File: src/rtl/accel_dma_pkg.sv
// accel_dma_pkg: shared state encoding and packing constants for the DMA engine.
package accel_dma_pkg;
    typedef enum logic [2:0] {IDLE, LOAD, DRAIN, FLUSH, FIN} state_e;
    localparam int LANES = 4;
endpackage

File: src/rtl/accel_dma_byte_packer.sv
// byte_packer: gathers the low byte of result beats into little-endian words.
module byte_packer
    import accel_dma_pkg::*;
#(
    parameter int DATA_SIZE = 32
) (
    input  logic                 clk,
    input  logic                 rst,
    input  logic                 clr_i,
    input  logic                 valid_i,
    input  logic [7:0]           byte_i,
    output logic [DATA_SIZE-1:0] word_o,
    output logic                 full_o,
    output logic                 pend_o
);
    logic [1:0]           lane_q;
    logic [DATA_SIZE-1:0] acc_q;
    logic [DATA_SIZE-1:0] merged;

    // lanes above the current one are always zero, so OR-in is enough
    assign merged = acc_q | (DATA_SIZE'(byte_i) << {lane_q, 3'b000});
    assign full_o = valid_i && (lane_q == 2'(LANES - 1));
    assign pend_o = lane_q != 2'd0;
    assign word_o = valid_i ? merged : acc_q;

    always_ff @(posedge clk or posedge rst) begin
        if (rst) begin
            lane_q <= '0;
            acc_q  <= '0;
        end else if (clr_i) begin
            lane_q <= '0;
            acc_q  <= '0;
        end else if (valid_i) begin
            lane_q <= lane_q + 2'd1;
            acc_q  <= full_o ? '0 : merged;
        end
    end
endmodule

File: src/rtl/accel_dma.sv
// accel_dma: streams a memory block into the accelerator and writes its results
// back to memory, optionally packing four int8 results per word.
module accel_dma
    import accel_dma_pkg::*;
#(
    parameter int ADDR_W    = 16,
    parameter int DATA_SIZE = 32
) (
    input  logic                 clk,
    input  logic                 rst,
    input  logic                 start,
    input  logic [ADDR_W-1:0]    src_base,
    input  logic [ADDR_W-1:0]    dst_base,
    input  logic [ADDR_W-1:0]    load_len,
    input  logic                 pack,
    output logic                 mem_rd_en,
    output logic [ADDR_W-1:0]    mem_rd_addr,
    input  logic [DATA_SIZE-1:0] mem_rd_data,
    output logic                 mem_wr_en,
    output logic [ADDR_W-1:0]    mem_wr_addr,
    output logic [DATA_SIZE-1:0] mem_wr_data,
    output logic                 acc_ready,
    output logic [DATA_SIZE-1:0] acc_data,
    input  logic                 acc_valid,
    input  logic [DATA_SIZE-1:0] acc_ofmap,
    input  logic                 acc_done,
    output logic                 busy,
    output logic                 irq,
    output logic [ADDR_W-1:0]    out_words
);
    state_e               state_q;
    logic [ADDR_W-1:0]    dst_q, rem_q, rd_addr_q, wr_addr_q, out_words_q;
    logic [DATA_SIZE-1:0] wr_data_q;
    logic                 pack_q, rd_en_q, ready_q, wr_en_q, busy_q, irq_q;
    logic                 capture, wr_now, accept;
    logic [DATA_SIZE-1:0] pk_word;
    logic                 pk_full, pk_pend;

    assign accept  = (state_q == IDLE) && start;
    assign capture = acc_valid && (state_q == LOAD || state_q == DRAIN);
    assign wr_now  = pack_q ? pk_full : capture;

    byte_packer #(.DATA_SIZE(DATA_SIZE)) u_packer (
        .clk     (clk),
        .rst     (rst),
        .clr_i   (accept),
        .valid_i (capture && pack_q),
        .byte_i  (acc_ofmap[7:0]),
        .word_o  (pk_word),
        .full_o  (pk_full),
        .pend_o  (pk_pend)
    );

    always_ff @(posedge clk or posedge rst) begin
        if (rst) begin
            state_q     <= IDLE;
            dst_q       <= '0;
            rem_q       <= '0;
            rd_addr_q   <= '0;
            wr_addr_q   <= '0;
            out_words_q <= '0;
            wr_data_q   <= '0;
            pack_q      <= 1'b0;
            rd_en_q     <= 1'b0;
            ready_q     <= 1'b0;
            wr_en_q     <= 1'b0;
            busy_q      <= 1'b0;
            irq_q       <= 1'b0;
        end else begin
            irq_q   <= 1'b0;
            wr_en_q <= 1'b0;
            ready_q <= rd_en_q;
            if (wr_now) begin
                wr_en_q     <= 1'b1;
                wr_addr_q   <= dst_q + out_words_q;
                wr_data_q   <= pack_q ? pk_word : acc_ofmap;
                out_words_q <= out_words_q + 1'b1;
            end
            case (state_q)
                IDLE: if (start) begin
                    dst_q       <= dst_base;
                    pack_q      <= pack;
                    out_words_q <= '0;
                    busy_q      <= 1'b1;
                    rd_en_q     <= load_len != '0;
                    rd_addr_q   <= src_base;
                    rem_q       <= load_len - 1'b1;
                    state_q     <= (load_len != '0) ? LOAD : DRAIN;
                end
                LOAD: if (rem_q != '0) begin
                    rd_addr_q <= rd_addr_q + 1'b1;
                    rem_q     <= rem_q - 1'b1;
                end else begin
                    rd_en_q <= 1'b0;
                    state_q <= DRAIN;
                end
                DRAIN: if (acc_done) state_q <= FLUSH;
                FLUSH: begin
                    // partial word: unfilled upper lanes are already zero
                    if (pack_q && pk_pend) begin
                        wr_en_q     <= 1'b1;
                        wr_addr_q   <= dst_q + out_words_q;
                        wr_data_q   <= pk_word;
                        out_words_q <= out_words_q + 1'b1;
                    end
                    state_q <= FIN;
                end
                FIN: begin
                    irq_q   <= 1'b1;
                    busy_q  <= 1'b0;
                    state_q <= IDLE;
                end
                default: state_q <= IDLE;
            endcase
        end
    end

    assign mem_rd_en   = rd_en_q;
    assign mem_rd_addr = rd_addr_q;
    assign mem_wr_en   = wr_en_q;
    assign mem_wr_addr = wr_addr_q;
    assign mem_wr_data = wr_data_q;
    assign acc_ready   = ready_q;
    assign acc_data    = ready_q ? mem_rd_data : '0;
    assign busy        = busy_q;
    assign irq         = irq_q;
    assign out_words   = out_words_q;
endmodule

File: config.mk
export PLATFORM = sky130hd
export DESIGN_NAME = accel_dma
export DESIGN_NICKNAME = d
export VERILOG_FILES = /design/src/rtl/accel_dma_pkg.sv /design/src/rtl/accel_dma_byte_packer.sv /design/src/rtl/accel_dma.sv
export SDC_FILE = /design/constraint.sdc
export NUM_CORES = 1
export LEC_CHECK = 0
export CAP_MARGIN = 30
export CELL_PAD_IN_SITES_DETAIL_PLACEMENT = 0
export CELL_PAD_IN_SITES_GLOBAL_PLACEMENT = 2
export CORE_UTILIZATION = 30
export DETAILED_ROUTE_END_ITERATION = 8
export PLACE_DENSITY_LB_ADDON = 0.08
export SYNTH_ARGS = -nofsm -noshare
export SYNTH_HDL_FRONTEND = slang
export SYNTH_SLANG_ARGS = --single-unit
File: constraint.sdc
create_clock -name clk -period 10.9 [get_ports clk]
set_input_delay 2.18 -clock clk [delete_from_list [all_inputs] [get_ports clk]]
set_output_delay 2.18 -clock clk [all_outputs]
set_load 0.005 [all_outputs]
==> results of run 1 <==
-- area by class of cell --
cell class	count	area [um^2]
fill	2705	15460
multi-input combinational	704	4141
sequential	155	3879
timing repair buffer	247	2465
tap	341	426.7
clock buffer	17	425.4
clock inverter	15	167.7
inverter	15	61.31
-- power groups by stage --
| stage | combinational [mW] | clock, mW | sequential, mW |
|---|---|---|---|
| 2_1_floorplan | 0.445 | 0 | 0.919 |
| 3_3_place_gp | 0.874 | 0 | 0.954 |
| 3_5_place_dp | 0.885 | 0 | 0.951 |
| 4_1_cts | 0.887 | 0.617 | 0.946 |
| 5_1_grt | 0.979 | 0.643 | 0.978 |
| 6_report | 0.875 | 0.600 | 0.944 |
-- cells by family (layout without fill, tap and decap cells) --
logic type / count (synthesis) / in the layout / share of synthesized area
AND/OR/NAND/NOR: 362 / 362 / 0.2124
adder cells (fa/ha/maj): 21 / 21 / 0.03268
multiplexers: 6 / 6 / 0.007414
XOR/XNOR: 28 / 28 / 0.02966
AO/OA/AOI/OAI: 287 / 287 / 0.2132
buffers and inverters: 71 / 294 / 0.03556
flip-flops: 155 / 155 / 0.4691
-- per-stage QoR --
step / total power, mW / utilization / instance area [um^2] / hold slack, ns / std cells
floorplan: 1.364 / - / 8269 / 0.3960 / 930
global placement: 1.828 / 0.4040 / 10920 / 0.3969 / 1458
detailed placement: 1.836 / 0.4050 / 10950 / 0.4030 / 1461
CTS: 2.450 / 0.4269 / 11540 / 0.4224 / 1493
global route: 2.601 / 0.4280 / 11570 / 0.4670 / 1494
finish: 2.419 / 0.4280 / 11570 / 0.4240 / 1494
-- worst register-to-register path, stage by stage (launching register included) --
cell	delay, ns
dfrtp_1	0.57
nor3b_4	0.24
buf_4	0.58
mux2i_1	0.33
ha_1	0.38
nor3b_1	0.23
a32oi_1	0.21
nor2_1	0.27
a311oi_1	0.13
a311oi_1	0.26
-- cell usage after synthesis (3+ instances only) --
cell type,number,area [um^2]
or3_1,6,37.54
a221oi_1,4,35.03
mux2i_1,5,50.05
nand3_1,24,120.1
nor4_2,4,50.05
buf_2,12,60.06
o21ai_0,66,330.3
nor3b_1,7,52.55
o21a_1,5,37.54
o22a_1,3,26.28
nor4_1,9,56.30
xor2_1,15,131.4
a31oi_1,8,50.05
clkbuf_1,27,101.4
and4_1,3,26.28
nor3_1,19,95.09
a22oi_1,25,187.7
xnor2_1,13,113.9
o211ai_1,5,37.54
nor2_1,81,304.0
and3_1,8,50.05
a21oi_1,113,565.5
and2_1,36,225.2
buf_1,14,52.55
nand4_1,8,50.05
dfrtp_1,155,3879
a32oi_1,3,26.28
o21ai_1,3,15.01
inv_1,15,56.30
a221o_1,10,100.1
nor2b_1,11,68.82
a21o_1,6,45.04
a311oi_1,3,26.28
o2111ai_1,4,35.03
o22ai_1,8,50.05
ha_1,20,250.2
nand2_1,131,491.7
-- path summary, 6_finish.rpt --
path	from	to	slack (ns)	cells after the start
max	mem_rd_data[31]	acc_data[31]	5.44	3
min	mem_rd_en	acc_ready	0.42	0
max reg2reg	state_q[0]	rem_q[12]	7.63	9
min reg2reg	mem_rd_en	acc_ready	0.42	0
max in group asynchronous	rst	mem_wr_data[5]	7.46	4
min in group asynchronous	rst	mem_rd_addr[2]	2.29	2
-- registers in the layout (all words and copies together) (netlist names), 2 cells and up --
signal and flops:
dst_q 16, mem_rd_addr 16, mem_wr_addr 16, mem_wr_data 32, out_words 16, rem_q 16, state_q 3, u_packer.acc_q 32
u_packer.lane_q 2
-- routing by layer --
layer | global-route usage | wire [um] | vias up
li1 | - | - | 3766
met1 | 0.2548 | 12520 | 3656
met2 | 0.3047 | 11980 | 194
met3 | 0.03832 | 1251 | 12
met4 | 0.03789 | 159 | 0
met5 | 0 | 0 | -
==> impl_results.md, run 1 <==
- Outcome: finished clean
- TritonCTS clock tree: done
- Main synth FF type: dfrtp_1
- Hold Fails Final Rpt: 0
- Die Span X: 168.0 um
- Pint: approximately 1.6 mW
- Post-synthesis async set-or-reset flop share: 1.000
- Clock network power share: 0.248
- Bufs on Longest Clock Path: 2
- Crit. End Element: primary output
- Setup_tns: 0 ns
- Hold buffers post-CTS: 0
- CP cell instances: clkdlybuf4s50_1, and2_1, clkdlybuf4s50_1
- Area grow syn2layout: 39.87%
- Setup bufs post-CTS: 0
- Core area: between 20,000 and 30,000 um^2
- Max FO, Critical Path: 1
- Worst-Skew Late Latency: roughly 0.44 ns
- WP buf/inv: 2
- Max stage delay on crit path: between 0.4 and 0.5 ns
- Largest net degree at the start of global routing: 86
- Routed Antenna Nets: 0
- Yosys Warn Count: 0
- Hpwl dp: roughly 18,000 um
- Comb pwr share: 0.362
- Die ar.: between 20,000 and 30,000 um^2
- Worst Path Required: ~8.7 ns
- Max Cap Violations: 0
- Final worst slack: roughly 5.4 ns
- Sw frac: 0.3516
- Clock Skews: between 0.02 and 0.025 ns
- Tmin final: approximately 5.5 ns
- EDFF count, synth: 0
- Yosys reg bits: ~160
- Critical path's top delay family: buffers and inverters
- First-pass detailed-route iteration total: 4
- Fraction of layout cells with a size suffix above 1: 0.05898
- Peak VDD IR: 0.09478 mV
- Commonest non-fill, non-tap cell in the layout: clkdlybuf4s50_1
- Seq pwr share: 0.390
- Critical path data arrival time: about 3.3 ns
- Clk root buf: clkbuf_16
- Crit path kind: input port to primary output
- RSZ-0062 raised after global routing: no
- Clock transition at path regs: ~0.070 ns
- Slew @ Worst Pin: 0.8986 ns
- Cell mode on critical path: clkdlybuf4s50_1
- Mapped Cells: 930
- Vias/cell: approximately 5.1
- Register area share after synthesis: 0.4691
- Max-slew headroom: 0.3944
- Pleak: between 4 and 5 nW
- Vias in the first global route: roughly 7,500
- Overall Global Routing Usage: 0.1865
- Die height: 168.0 um
- Row cnt: 60
- First-pass GRT wire length: 41,980 um
- Max-slew violations: 0
- Gpl congestion: around 0.75
- Commonest non-fill, non-tap cells in the layout: clkdlybuf4s50_1 (234), dfrtp_1 (155), nand2_1 (131)
- Synthesized net count: approximately 1,100
- Nets: roughly 1,300
- Initial Utilization: 0.3060
- I/O pin cnt: 235
- Worst hold-check path type: register to register
- Port Buf Inserts: ~230
- Synth unique cells: a little under 70
- Fin crit share: 0.5006
- Remaining global-route overflow: 0
- Initial antenna violation count: 0
- Initial DRC count: 409
- Via Count: roughly 7,600
- Cts repair resizes: 0
- Wirelength, routed: ~26,000 um
- Clock sinks: roughly 160
- Startpoint Class: input port
- CTS Buf Count: 17
- Sw power: 0.8507 mW
- Mapped Area: just over 8000 um^2
- Slowest stage cell, crit path: clkdlybuf4s50_1
- Setup violations, final: 0
- Htree depth: 4
- # DRC: 0
- Syn Area/Cell: roughly 9 um^2
- Diodes inserted: 0
- Avg WL per Cell: between 15 and 20 um
- Max Freq: 0.1833 GHz
- Pwr dens: approximately 210 nW/um^2
- Post-place setup slack: 5.434 ns
Power figures use the tool's default switching activity.
==> inputs of run 2 (changes only) <==
--- a/config.mk
+++ b/config.mk
@@ -8,7 +8,7 @@
 export CAP_MARGIN = 30
 export CELL_PAD_IN_SITES_DETAIL_PLACEMENT = 0
 export CELL_PAD_IN_SITES_GLOBAL_PLACEMENT = 2
-export CORE_UTILIZATION = 30
+export CORE_UTILIZATION = 26
 export DETAILED_ROUTE_END_ITERATION = 8
 export PLACE_DENSITY_LB_ADDON = 0.08
 export SYNTH_ARGS = -nofsm -noshare
==> constraint.sdc (replaced) <==
create_clock -name clk -period 4.64 [get_ports clk]
set_input_delay 0.928 -clock clk [delete_from_list [all_inputs] [get_ports clk]]
set_output_delay 0.928 -clock clk [all_outputs]
set_load 0.005 [all_outputs]
==> run 2 against run 1 <==
Largest power group unchanged. Critical path type is now register to register. Clock power grew 150%. Clock skew rose by 0.0012 ns. Global-route usage fell by 1.5 points. Critical endpoint is now rem_q[10]. Sequential power increased by 140%. Die area grew 15%. Clock-buffer cell count unchanged. Register-to-register slack lost 6.1 ns. Total power rose by 140%. Sequential share of layout area shrank 0.24 points. First-iteration DRC count decreased by 2.4%. Flip-flop and latch count unchanged.
==> impl_results.md, run 2 (same netlist as run 1, synthesis figures left out) <==
- Remaining global-route overflow: 0 (unchanged)
- Comb pwr share: 0.355 (-0.007)
- Peak VDD IR: 0.2155 mV (+130%)
- Wirelength, routed: 27,240 um (+5.2%)
- Diodes inserted: 0 (unchanged)
- Clock network power share: 0.256 (+0.008)
- Commonest non-fill, non-tap cell in the layout: clkdlybuf4s50_1
- Die Span X: 180.3 um (+7.3%)
- Slowest stage cell, crit path: buf_4
- Slew @ Worst Pin: 0.8731 ns (-0.02554 ns)
- Clock Skews: 0.02514 ns (+0.001205 ns)
- Register area: 3879 um^2 (unchanged)
- First-pass GRT wire length: 44,220 um (+5.3%)
- Min Hold Slack: 0.4120 ns (-0.01195 ns)
- Clock sinks: 155 (unchanged)
- Port Buf Inserts: 234 (unchanged)
- Core area: 30,910 um^2 (+14%)
- Worst r2r dst: rem_q[10]
- Htree depth: 4 (unchanged)
- Post-place setup slack: 1.169 ns (-4.265 ns)
- RSZ-0062 raised after global routing: no
- Max-slew violations: 0 (unchanged)
- Avg WL per Cell: 17.58 um (+1.4%)
- Cell count of the worst hold path: 0 (unchanged)
- Tmin final: slightly above 3 ns
- Vias/cell: 4.880 (-4.4%)
- # DRC: 0 (unchanged)
- Row cnt: 64 (+6.7%)
- Outcome: finished clean
- Largest net degree at the start of global routing: 125 (+45%)
- Crit path kind: register to register
- Fillers: 3,185 (+18%)
- Via Count: 7,559 (-0.90%)
- R2r setup slk: 1.55 ns (-6.08 ns)
- Clk root buf: clkbuf_16
- Critical path data arrival time: 3.39 ns (+0.11 ns)
- Max-slew headroom: 0.4131 (+0.01873)
- Fin crit share: 0.6650
- Seq pwr share: 0.389 (about the same)
- Worst-Skew Late Latency: 0.44 ns (about the same)
- Hpwl dp: 18,660 um (+5.0%)
- Crit. End Element: register
- Setup_tns: 0 ns (unchanged)
- CTS Buf Count: 17 (unchanged)
- R2R depth: 7 (-2)
- Die height: 180.3 um (+7.3%)
- Max stage delay on crit path: 0.61 ns (+0.12 ns)
- Sw power: 2.028 mW (+140%)
- Die ar.: 32,520 um^2 (+15%)
- Vias in the first global route: 7,703 (+2.3%)
- Setup violations, final: 0 (unchanged)
- Worst hold-check path type: register to register
- Fraction of layout cells with a size suffix above 1: 0.05898 (unchanged)
- Clock transition at path regs: 0.07 ns (about the same)
- Area grow syn2layout: 40.88%
- Cts repair resizes: 0 (unchanged)
- Sw frac: 0.3518 (about the same)
- Hold Startpoint: mem_rd_en
- Max Cap Violations: 0 (unchanged)
- Gpl congestion: 0.7461 (-0.98%)
- Hold endpoint: acc_ready
- Nets: 1,279 (unchanged)
- Initial DRC count: 399 (-2.4%)
- Worst Path Required: 4.94 ns (-3.78 ns)
- Max Freq: around 0.32 GHz
- Commonest non-fill, non-tap cells in the layout: clkdlybuf4s50_1 (234), dfrtp_1 (155), nand2_1 (131)
- I/O pin cnt: 235 (unchanged)
- Final worst slack: 1.555 ns (-3.889 ns)
- Worst r2r src: state_q[0]
- Pleak: 4.852 nW (+0.18%)
- Multi-input gate area: 4141 um^2 (unchanged)
- Initial Utilization: 0.2675 (-0.03844)
- Bufs on Longest Clock Path: 2 (unchanged)
- Hold Fails Final Rpt: 0 (unchanged)
- Initial antenna violation count: 1 (+1)
- Placed cell count: 1,517 (+3.8%)
- Pint: 3.738 mW (+140%)
- Routed Antenna Nets: 0 (unchanged)
- Startpoint Class: register
- Overall Global Routing Usage: 0.1720 (-0.01458)
- Final Instance Count excl. Fillers: 1,549 (+3.7%)
- Hold buffers post-CTS: 0 (unchanged)
- Setup bufs post-CTS: 0 (unchanged)
- TritonCTS clock tree: done
- CP cell instances: nor3b_4, buf_4, nand2_1, or4_1, a21oi_2, xor2_1, a221o_1
- Max FO, Critical Path: 59 (+58)
- First-pass detailed-route iteration total: 4 (unchanged)
- Pwr dens: 495.0 nW/um^2 (+140%)
run 2: worst max path at each step:
stage,startpoint,to,cells after the start
floorplan,rst,acc_ready,1
global placement,acc_valid,mem_wr_data[1],6
detailed placement,acc_valid,mem_wr_data[0],6
CTS,state_q[0],rem_q[10],7
global route,state_q[0],rem_q[10],7
finish,state_q[0],rem_q[10],7
run 2: area by class of cell:
cell class / instances / area share
Clock buffer: 17 / 0.03652
Multi-Input combinational cell: 704 / 0.3555
Timing Repair Buffer: 247 / 0.2105
Clock inverter: 15 / 0.01686
Sequential cell: 155 / 0.3329
Tap cell: 396 / 0.04253
Inverter: 15 / 0.005155
run 2: stage by stage:
| stage | util | power (mW) | instance area (um^2) |
|---|---|---|---|
| floorplan | - | 3.205 | 8273 |
| global placement | 0.3568 | 4.340 | 11030 |
| detailed placement | 0.3568 | 4.334 | 11030 |
| CTS | 0.3769 | 5.854 | 11650 |
| global route | 0.3769 | 6.189 | 11650 |
| finish | 0.3769 | 5.766 | 11650 |
run 2: worst max-delay path: cells and delay by family, from the launching register on:
| kind | cells | cell delay, ns |
|---|---|---|
| AOI/OAI and AO/OA | 2 | 0.54 |
| DFF | 1 | 0.57 |
| xor gates and xnor gates | 1 | 0.08 |
| and+or+nand+nor | 3 | 1.16 |
| buffers and inverters | 1 | 0.61 |
run 2: layer usage:
metal | routed length [um] | vias up | GRT usage
met5 | 0 | - | 0
met2 | 12240 | 186 | 0.2721
met3 | 954 | 15 | 0.03032
met1 | 13800 | 3606 | 0.2418
met4 | 254 | 0 | 0.04274
li1 | - | 3752 | -
run 2: power by group through the flow:
stage               clock (mW)  combinational (mW)  sequential (mW)
floorplan                    0                1.05             2.16
global placement             0                2.06             2.28
detailed placement           0                2.07             2.26
CTS                       1.52                2.08             2.25
global route              1.58                2.29             2.32
finish                    1.48                2.05             2.24
==> inputs of run 3 (changes only) <==
==> constraint.sdc (replaced) <==
create_clock -name clk -period 2.5 [get_ports clk]
set_input_delay 0.5 -clock clk [delete_from_list [all_inputs] [get_ports clk]]
set_output_delay 0.5 -clock clk [all_outputs]
set_load 0.005 [all_outputs]
==> run 3 against run 2 <==
Global-route usage is 0.48 points higher. Wire length is 2.3% higher. Die area stayed put. Clock skew is 0.0020 ns lower. Clock power is 82% higher. Hold slack better by 0.030 ns. Critical path depth is 1 higher. Register-to-register slack worse by 1.4 ns. Non-clock buffer count is 83 higher.
==> impl_results.md, run 3 (same netlist as run 1, synthesis figures left out) <==
- Outcome: finished clean
- Commonest non-fill, non-tap cells in the layout: clkdlybuf4s50_1 (234), dfrtp_1 (155), nand2_1 (131)
- Gpl congestion: 0.7654 (+2.6%)
- Worst hold-check path type: register to register
- Worst Path Required: 2.83 ns (-2.11 ns)
- Initial antenna violation count: 1 (unchanged)
- Overall Global Routing Usage: 0.1768 (+0.004824)
- Final Instance Count excl. Fillers: 1,633 (+5.4%)
- Hpwl dp: 20,190 um (+8.2%)
- Register area: 3879 um^2 (unchanged)
- # DRC: 0 (unchanged)
- Comb pwr share: 0.378 (+0.023)
- Core area: 30,910 um^2 (unchanged)
- Remaining global-route overflow: 0 (unchanged)
- Critical path's top delay family: simple AND/OR/NAND/NOR gates
- Top Usage Layer GRT: met2
- Htree depth: 4 (unchanged)
- Clk root buf: clkbuf_16
- Crit path kind: register to register
- Max FO, Critical Path: 4 (-93%)
- Hold buffers post-CTS: 0 (unchanged)
- First-pass GRT wire length: 45,730 um (+3.4%)
- Port Buf Inserts: 234 (unchanged)
- Fillers: 3,153 (-1.0%)
- Max Freq: 0.4288 GHz (+32%)
- Die height: 180.3 um (unchanged)
- Vias/cell: 4.835 (-0.93%)
- Clock Skews: 0.02311 ns (-0.002037 ns)
- Clock network power share: 0.247 (-0.009)
- CTS Buf Count: 17 (unchanged)
- Routed Antenna Nets: 0 (unchanged)
- Row cnt: 64 (unchanged)
- Initial DRC count: 468 (+17%)
- Slew @ Worst Pin: 0.7175 ns (-0.1555 ns)
- Max-slew headroom: 0.5206 (+0.1075)
- Max-slew violations: 0 (unchanged)
- Die ar.: 32,520 um^2 (unchanged)
- Worst r2r src: state_q[2]
- Sw power: 3.840 mW (+89%)
- Area grow syn2layout: 49.54%
- Met2 GRT Util: 0.2847 (+0.01256)
- Tmin final: 2.332 ns (-0.7536 ns)
- Multi-input gate area: 4164 um^2 (+0.54%)
- Peak VDD IR: 0.4748 mV (+120%)
- Avg WL per Cell: 17.06 um (-3.0%)
- I/O pin cnt: 235 (unchanged)
- Wirelength, routed: 27,860 um (+2.3%)
- Initial Utilization: 0.2675 (unchanged)
- CP cell instances: nor3b_4, mux2i_2, ha_2, nor3b_2, a32oi_1, nor2_1, mux2i_1, a311oi_1
- Worst-Skew Late Latency: 0.44 ns (about the same)
- Commonest non-fill, non-tap cell in the layout: clkdlybuf4s50_1
- Fin crit share: 0.9328 (+0.2678)
- Startpoint Class: register
- Vias in the first global route: 8,064 (+4.7%)
- Hold Startpoint: mem_rd_en
- Via Count: 7,895 (+4.4%)
- Largest net degree at the start of global routing: 38 (-70%)
- Bufs on Longest Clock Path: 2 (unchanged)
- Placed cell count: 1,600 (+5.5%)
- Pwr dens: 879.1 nW/um^2 (+78%)
- Max stage delay on crit path: 0.40 ns (-0.21 ns)
- Clock sinks: 155 (unchanged)
- Nets: 1,362 (+6.5%)
- Crit. End Element: register
- WP buf/inv: 0 (-1)
- M1 GR Usage: 0.2409 (-0.0008852)
- Pleak: 5.278 nW (+8.8%)
- Fraction of layout cells with a size suffix above 1: 0.1262 (+0.06724)
- Max Cap Violations: 0 (unchanged)
- Sw frac: 0.3533 (+0.001518)
- Seq pwr share: 0.375 (-0.014)
- TritonCTS clock tree: done
- Pint: 7.030 mW (+88%)
- First-pass detailed-route iteration total: 4 (unchanged)
- Hold Fails Final Rpt: 0 (unchanged)
- RSZ-0062 raised after global routing: yes
- Setup violations, final: 0 (unchanged)
- Cts repair resizes: 0 (unchanged)
- Met3 usage: 0.03921 (+0.008892)
- Worst setup path startpoint: state_q[2]
- Clock transition at path regs: 0.07 ns (about the same)
- Die Span X: 180.3 um (unchanged)
- Setup_tns: 0 ns (unchanged)
- Critical path data arrival time: 2.66 ns (-0.73 ns)
- Setup bufs post-CTS: 0 (unchanged)
- Slowest stage cell, crit path: dfrtp_1
## run 3: cell count changes in the layout (fill, tap and decap cells not counted), sizes merged
cell      delta
buf         +83
diode        +1
clkinvlp     -1
bufinv       -1
clkinv       +2
## run 3: per-stage QoR
step,util,hold slack (ns),power (mW),worst slack [ns],instance area [um^2]
2_1_floorplan,-,0.3960,5.974,-0.01703,8324
3_3_place_gp,0.3796,0.4040,8.269,-0.1233,11730
3_5_place_dp,0.3796,0.4226,8.258,-0.1917,11730
4_1_cts,0.3995,0.4346,11.04,0.1127,12350
5_1_grt,0.4001,0.4522,11.69,-0.02736,12370
6_report,0.4001,0.4418,10.87,0.1681,12370
## run 3: final cells by class
type,count,area share
Multi-Input combinational cell,704,0.3367
Sequential cell,155,0.3137
Tap cell,396,0.04007
Inverter,15,0.004857
Clock buffer,17,0.03440
Antenna cell,1,0.0002024
Clock inverter,15,0.01528
Timing Repair Buffer,330,0.2548
## run 3: final timing paths
path / endpoint / slack, ns / cells after the start
max in group asynchronous: irq / 1.35 / 3
worst min-delay path: acc_ready / 0.44 / 0
min in group asynchronous: u_packer.acc_q[8] / 0.53 / 2
worst min register to register: acc_ready / 0.44 / 0
worst max-delay path: rem_q[12] / 0.17 / 8
worst max register to register: rem_q[12] / 0.17 / 8
## run 3: power by group through the flow
stage / Sequential, mW / Clock, mW / Combinational [mW]
after detailed placement: 4.10 / 0 / 4.15
after floorplan: 4.01 / 0 / 1.97
final: 4.07 / 2.69 / 4.11
after CTS: 4.08 / 2.79 / 4.17
after global routing: 4.22 / 2.88 / 4.59
after global placement: 4.12 / 0 / 4.15
## run 3: metal layers
metal  routed length, um  part of all wire
met5                   0                 0
met4                 239            0.0086
met3                1307             0.047
met2               12870              0.46
met1               13440              0.48
